## src/rtl/seg_glyph_reader.sv

```systemverilog
// Reads back active-low seven-segment glyphs one digit per transfer and
// assembles NUM_DIGITS hex nibbles into a frame behind a one-entry output buffer.

module seg_glyph_dec #(
  parameter bit BLANK_AS_ZERO = 1'b1
) (
  input  logic [6:0] i_seg,
  output logic [3:0] o_nib,
  output logic       o_inv
);
  always_comb begin
    o_nib = 4'h0;
    o_inv = 1'b0;
    case (i_seg)
      7'h40: o_nib = 4'h0;
      7'h79: o_nib = 4'h1;
      7'h24: o_nib = 4'h2;
      7'h30: o_nib = 4'h3;
      7'h19: o_nib = 4'h4;
      7'h12: o_nib = 4'h5;
      7'h02: o_nib = 4'h6;
      7'h78: o_nib = 4'h7;
      7'h00: o_nib = 4'h8;
      7'h10: o_nib = 4'h9;
      7'h08: o_nib = 4'hA;
      7'h03: o_nib = 4'hB;
      7'h46: o_nib = 4'hC;
      7'h21: o_nib = 4'hD;
      7'h06: o_nib = 4'hE;
      7'h0E: o_nib = 4'hF;
      7'h7F: o_inv = !BLANK_AS_ZERO;
      default: o_inv = 1'b1;
    endcase
  end
endmodule

module seg_glyph_reader #(
  parameter int NUM_DIGITS    = 4,
  parameter bit BLANK_AS_ZERO = 1'b1
) (
  input  logic                    i_clk,
  input  logic                    i_rst,
  input  logic [6:0]              i_seg_in,
  input  logic                    i_seg_valid,
  output logic                    o_seg_ready,
  output logic [4*NUM_DIGITS-1:0] o_value_out,
  output logic                    o_value_valid,
  input  logic                    i_value_ready,
  output logic                    o_frame_err,
  output logic [7:0]              o_err_count
);
  localparam int         W    = 4 * NUM_DIGITS;
  localparam logic [2:0] LAST = 3'(NUM_DIGITS - 1);

  typedef enum logic {COLLECT, FULL} state_t;

  state_t         r_state, w_state_nxt;
  logic [2:0]     r_cnt;
  logic [W-1:0]   r_shift, r_value, w_shift_nxt;
  logic           r_ferr, r_vferr;
  logic [7:0]     r_err_cnt;
  logic [3:0]     w_nib;
  logic           w_inv, w_accept, w_last;

  seg_glyph_dec #(.BLANK_AS_ZERO(BLANK_AS_ZERO)) u_dec (
    .i_seg (i_seg_in),
    .o_nib (w_nib),
    .o_inv (w_inv)
  );

  // Single-digit frames have nothing to shift; the new nibble is the frame.
  generate
    if (NUM_DIGITS == 1) begin : g_one
      assign w_shift_nxt = w_nib;
    end else begin : g_many
      assign w_shift_nxt = {r_shift[W-5:0], w_nib};
    end
  endgenerate

  assign w_accept = i_seg_valid && (r_state == COLLECT);
  assign w_last   = (r_cnt == LAST);

  always_ff @(posedge i_clk or posedge i_rst) begin
    if (i_rst) r_state <= COLLECT;
    else       r_state <= w_state_nxt;
  end

  always_comb begin
    w_state_nxt = r_state;
    case (r_state)
      COLLECT: if (w_accept && w_last) w_state_nxt = FULL;
      FULL:    if (i_value_ready)      w_state_nxt = COLLECT;
      default: w_state_nxt = COLLECT;
    endcase
  end

  always_ff @(posedge i_clk or posedge i_rst) begin
    if (i_rst) begin
      r_cnt     <= '0;
      r_shift   <= '0;
      r_value   <= '0;
      r_ferr    <= 1'b0;
      r_vferr   <= 1'b0;
      r_err_cnt <= '0;
    end else begin
      if (w_accept) begin
        r_shift <= w_shift_nxt;
        r_ferr  <= r_ferr | w_inv;
        if (w_inv && r_err_cnt != 8'hFF) r_err_cnt <= r_err_cnt + 8'd1;
        if (w_last) begin
          r_cnt   <= '0;
          r_value <= w_shift_nxt;
          r_vferr <= r_ferr | w_inv;
        end else begin
          r_cnt <= r_cnt + 3'd1;
        end
      end
      // The running flag stays set until the held frame is taken.
      if (r_state == FULL && i_value_ready) r_ferr <= 1'b0;
    end
  end

  assign o_seg_ready   = (r_state == COLLECT);
  assign o_value_valid = (r_state == FULL);
  assign o_value_out   = r_value;
  assign o_frame_err   = r_vferr;
  assign o_err_count   = r_err_cnt;
endmodule

```

## config.mk

```make
export PLATFORM = sky130hd
export DESIGN_NAME = seg_glyph_reader
export DESIGN_NICKNAME = d
export VERILOG_FILES = /design/src/rtl/seg_glyph_reader.sv
export SDC_FILE = /design/constraint.sdc
export NUM_CORES = 1
export LEC_CHECK = 0
export CAP_MARGIN = 25
export CORE_MARGIN = 4
export CORE_UTILIZATION = 30
export CTS_CLUSTER_SIZE = 12
export DETAILED_ROUTE_END_ITERATION = 12
export PLACE_DENSITY = 0.51
export SYNTH_ARGS = -nofsm -noshare
export SYNTH_HDL_FRONTEND = slang
export SYNTH_SLANG_ARGS = --single-unit
```

## constraint.sdc

```tcl
create_clock -name i_clk -period 3.17 [get_ports i_clk]
set_input_delay 0.7925 -clock i_clk [delete_from_list [all_inputs] [get_ports i_clk]]
set_output_delay 0.7925 -clock i_clk [all_outputs]
set_load 0.03 [all_outputs]
```

---- After elaboration in Yosys (flattened, before gate mapping) ----
Index checks and enable logic that the tools add are counted.
cells by class
  order comparisons ....................... 0
  add/sub/neg operators ................... 2
  mux-type cells .......................... 8
  divide/modulo/power cells ............... 0
  equality and inequality tests ........... 18
  bitwise gates (word level) .............. 2
  multiply operators ...................... 0
  reduce and logical (&&, ||, !) cells .... 9
  shift-type cells ........................ 0
operators with widths
  operator                                              number
  one-hot mux 4 bit (15 select lines)                   1
  equality test 7 bit (second input constant)           5
  equality test 7 x 5 -> 1 bit (second input constant)  3
  equality test 7 x 6 -> 1 bit (second input constant)  3
  OR reduction 17 bit                                   1
  equality test 7 x 2 -> 1 bit (second input constant)  2
  equality test 7 x 4 -> 1 bit (second input constant)  2
  adder 8 x 1 -> 8 bit (second input constant)          1
  != test 8 bit (second input constant)                 1
  equality test 7 x 3 -> 1 bit (second input constant)  1
  logical NOT 7 bit                                     1
  two-way mux 1 bit                                     5
  logical AND 1 bit                                     4
  AND reduction 2 bit                                   2
  adder 3 x 1 -> 3 bit (second input constant)          1
  equality test 3 x 2 -> 1 bit (second input constant)  1
  two-way mux 3 bit                                     1
  one-hot mux 1 bit (2 select lines)                    1
  nonzero test 2 bit                                    1
  NOT 1 bit                                             1
  bitwise OR 1 bit                                      1
storage, ports and cells
  memory bits (writable) .................. 0
  logic and storage cells ................. 46
  memories kept ........................... 0
  input port bits ......................... 11
  flip-flop bits (word level) ............. 42
  bits in read-only memories .............. 0
  output and inout port bits .............. 27
  latch bits .............................. 0

---- Depth between registers and ports, before layout ----
Gate-level depths: netlist of run 1.
  depth in word-level cells ............... 6
  gate-level depth with buffers ........... 7
  depth with buffers taken out ............ 6

---- Hierarchy ----
Synthesis of run 1 repeated with hierarchy kept, for this count alone.
unflattened totals
  cell total of the unflattened synthesis .. 204
  area, all modules ....................... 2168.3 µm²
modules (own cells, without submodules)
  module            area an instance (µm²)  instances  cells an instance  seq. area each (µm²)
  seg_glyph_reader  1746.7                  1          151                1051.0
  seg_glyph_dec     421.7                   1          53                 0.0

---- Worst setup path before layout of run 1 ----
Ideal clock, no wire load.
  kind .................................... input to register
  start point ............................. input port i_seg_in[1]
  end point ............................... register r_err_cnt[4], in the netlist o_err_count[4]
  setup time .............................. 0.125 ns
  arrival time ............................ 2.160 ns
  stages .................................. 7
  data required time ...................... 3.045 ns
  buffers on the path ..................... 2
  path slack .............................. 0.885 ns
  cells stage by stage .................... buf_6 -> or3b_1 -> nor4_1 -> and4bb_1 -> buf_6 -> nand3_2 -> mux2_4
between the ends
  longest elaborated chain between the ends .. 5
  elaborated cells on any way between the ends .. 21
  classes of those cells .................. eq/ne (16); mux (1); reduce/logical (4)
ends and longest elaborated chain
  item                                         line  RTL
  from (decl)                                  43    input logic [6:0] i_seg_in,
  equality test 7 bit (tied with other cells)  14    case (i_seg)
  OR reduction 17 bit (no line) (*)            -
  two-way mux 1 bit (*)                        14
  logical AND 1 bit (*)                        109   if (w_inv && r_err_cnt != 8'hFF) r_err_cnt <= r_err_cnt + 8'd1;
  AND reduction 2 bit (no line) (*)            -
  to (signal assigned)                         109
  to (decl)                                    61    logic [7:0] r_err_cnt;
Mark *: on every way between the ends. The rest lies on a longest branch, timed or not.
A chain may end at the register's enable or synchronous reset.

---- Final worst setup path of run 1 ----
  start point ............................. input port i_seg_in[4]
  end point ............................... register r_err_cnt[6], in the netlist o_err_count[6]
Same word-level chain as after synthesis.

==> results_dict.tcl, run 1 <==
set metrics [dict create \
    grt-ovfl-total 0 \
    r2r-start "o_err_count[0]" \
    drive_above_1_share_pct 15.42 \
    rows 29 \
    gp_congestion 0.8151 \
    htree_levels 2 \
    async_reset_ff_share_pct 100.0 \
    syn_avg_cell_area_um2 10.41 \
    avgRoutedWirePerCell_um 13.55 \
    synth_seq_cells 42 \
    start_kind "input pin" \
    crit_path_top_delay_cell "clkdlybuf4s50_1" \
    fin_crit_ns 2.737 \
    cp.arrival_ns 2.92 \
    worstPathRequired_ns 3.35 \
    drt_pass1_iterations 5 \
    cts_setup_buffers 0 \
    drtIter0Drc 44 \
    yosysSeqAreaShare_pct 51.00 \
    multiInputGateArea_um2 914.6 \
    dpl_cell_area_um2 2511 \
    fp.dieW_um 90.88 \
    path_buf_inv 1 \
    final_nets 252 \
    status "completed" \
    finalHoldViolCount 0 \
    clk_pin_slew_ns 0.08 \
    endpoint_kind "register" \
    yosys_warnings 0 \
    final_area_um2 2624 \
    area_growth_pct 27.32 \
    yosysTopAreaCell "dfrtp_1" \
    tns_ns 0 \
    route.detailed.drc 0 \
    syn-num-nets 211 \
    drv_cap 0 \
    antenna_found_initial 0 \
    synth_area_um2 2061 \
    antenna_cells 0 \
    tritoncts "done" \
    clock.fmax_ghz 0.3654 \
    tightestPinTransition_ns 0.5333 \
    power.density_nw_per_um2 828.5 \
    path_cells "clkdlybuf4s50_1 -> nor2_1 -> a32o_1 -> and4bb_1 -> nand3_2 -> mux2_4" \
    synth_cells 198 \
    die_h_um 90.88 \
    critPathLaunch "i_seg_in[4]" \
    finalClockSkew_ns 0.005509 \
    rsz0062_at_grt "no" \
    critPathKind "input pin to register" \
    hp-start "r_shift[10]" \
    place_hpwl_um 3096 \
    drv_slew 0 \
    grt_max_degree 43 \
    yosys.cell_types.count 44 \
    core_area_um2 6495 \
    ant_nets 0 \
    holdBufCountCts 0 \
    initial_utilization_pct 31.73 \
    cts_buffer_depth 2 \
    dieArea_um2 8259 \
    maxSlewHeadroom_pct 64.45 \
    grt_first_pass_wirelength_um 7452 \
    synthFlopType "dfrtp_1" \
    ios 38 \
    clkLatencyLatePin_ns 0.29 \
    cts_resized 0 \
    critPathMaxFanout 13 \
    layout_common_cells "42 x dfrtp_1, 37 x nand2_1, 37 x clkdlybuf4s50_1" \
    min_path_type "register to register" \
    synth_edf_count 0 \
    grt_pass1_vias 1544 \
    cts-root-buf "clkbuf_8" \
    cts.sinks 42 \
    p_leak_uw 0.001135 \
    port-buffer-count 37 \
    synth_top_area_share_pct 51.00 \
    vias 1546 \
    min_period_over_period_pct 86.34 \
    layout_commonest_cell "dfrtp_1" \
    grt.total_usage_pct 10.93 \
    critPathTopFamily "simple AND/OR/NAND/NOR gates" \
    wl_um 4295 \
    cp_slowest_stage_delay_ns 0.75 \
    fillCellCount 644 \
    cts_buffers 5 \
    synthTopCellsByArea "dfrtp_1 51%, nand2_1 6.7%, mux2_2 6.6%" \
    setup_violations 0 \
    peakVddDrop_mv 0.2307 \
    seq_area_um2 1051 \
    viasPerCell 4.877 \
]
[Yosys cell counts (2+ instances only)]
cell type	instances
a21oi_1	9
and3_1	2
buf_4	4
buf_6	3
clkbuf_1	4
dfrtp_1	42
ha_1	2
inv_1	3
mux2_2	12
mux2_4	3
nand2_1	37
nand2b_1	4
nand3_1	8
nand3_2	2
nand4_1	2
nor2_1	10
nor3_1	9
nor4_1	2
o21ai_0	7
o22ai_1	2
or3b_1	2
xnor2_1	7
[worst min-delay path, delay by kind of cell, from the launching register on]
kind,cells,cell delay (ns)
DFF,1,0.35
and+or+nand+nor,2,0.10
[logic make-up (layout without fill, tap and decap cells)]
group | count (synthesis) | after routing | synth area share [%]
buffers and inverters | 15 | 57 | 4.614
adders and majority gates | 2 | 2 | 1.214
xor gates and xnor gates | 7 | 7 | 2.975
AOI/OAI and AO/OA | 29 | 29 | 9.533
DFF | 42 | 42 | 51.00
muxes | 15 | 15 | 8.743
and+or+nand+nor | 88 | 88 | 21.92
[worst paths after layout]
kind	depth (start not counted)	end	slack (ns)
setup / recovery	6	o_err_count[6]	0.43
hold / removal	2	r_shift[10]	0.48
setup reg to reg	6	o_err_count[1]	1.38
hold reg to reg	2	r_shift[10]	0.48
max in group asynchronous	3	r_ferr	1.87
min in group asynchronous	3	r_shift[5]	0.94
[flip-flops by register name, summed over array words and instances (netlist names)]
signal,count
o_value_out,16
r_shift,12
o_err_count,8
r_cnt,3
o_frame_err,1
o_value_valid,1
r_ferr,1
[where the power goes]
group          total, uW  switching (uW)  internal, uW
sequential           831             129           702
combinational        917             504           413
clock                426             190           236
total               2170             822          1350
[metal layers]
| metal | global-route usage (%) | up-vias | wire (um) |
|---|---|---|---|
| met1 | 13.86 | 746 | 2063 |
| met2 | 18.28 | 25 | 2053 |
| met5 | 0 | - | 0 |
| met4 | 3.392 | 0 | 27 |
| li1 | - | 773 | - |
| met3 | 2.750 | 2 | 151 |
[final cells by class]
type	instances	share of cell area, %
Clock buffer	5	2.623
Clock inverter	3	1.669
Inverter	3	0.4292
Multi-Input combinational cell	141	34.86
Sequential cell	42	40.06
Tap cell	77	3.672
Timing Repair Buffer	46	16.69
[through the flow]
stage	std cells	hold slack (ns)	power (uW)	setup WS [ns]	util [%]
after floorplan	198	0.4402	1395	0.8847	-
after global placement	309	0.4549	1765	0.1700	38.66
after detailed placement	309	0.4621	1773	0.1224	38.66
after CTS	317	0.4824	2207	0.4568	40.40
after global routing	317	0.5074	2321	0.3268	40.40
final	317	0.4772	2174	0.4330	40.40
Power figures use the tool's default switching activity.
==> inputs of run 2 (changes only) <==
--- a/config.mk
+++ b/config.mk
@@ -8,6 +8,7 @@
 export CAP_MARGIN = 25
 export CORE_MARGIN = 4
 export CORE_UTILIZATION = 30
+export CTS_BUF_LIST = sky130_fd_sc_hd__clkbuf_8
 export CTS_CLUSTER_SIZE = 12
 export DETAILED_ROUTE_END_ITERATION = 12
 export PLACE_DENSITY = 0.51
==> results of run 2 <==
Same layout as run 1: the final DEF is identical, and so are final timing and power.
==> inputs of run 3 (changes only) <==
--- a/config.mk
+++ b/config.mk
@@ -12,6 +12,7 @@
 export CTS_CLUSTER_SIZE = 12
 export DETAILED_ROUTE_END_ITERATION = 12
 export PLACE_DENSITY = 0.51
+export SETUP_SLACK_MARGIN = 0.02
 export SYNTH_ARGS = -nofsm -noshare
 export SYNTH_HDL_FRONTEND = slang
 export SYNTH_SLANG_ARGS = --single-unit
==> results of run 3 <==
Same layout as run 1: the final DEF is identical, and so are final timing and power.
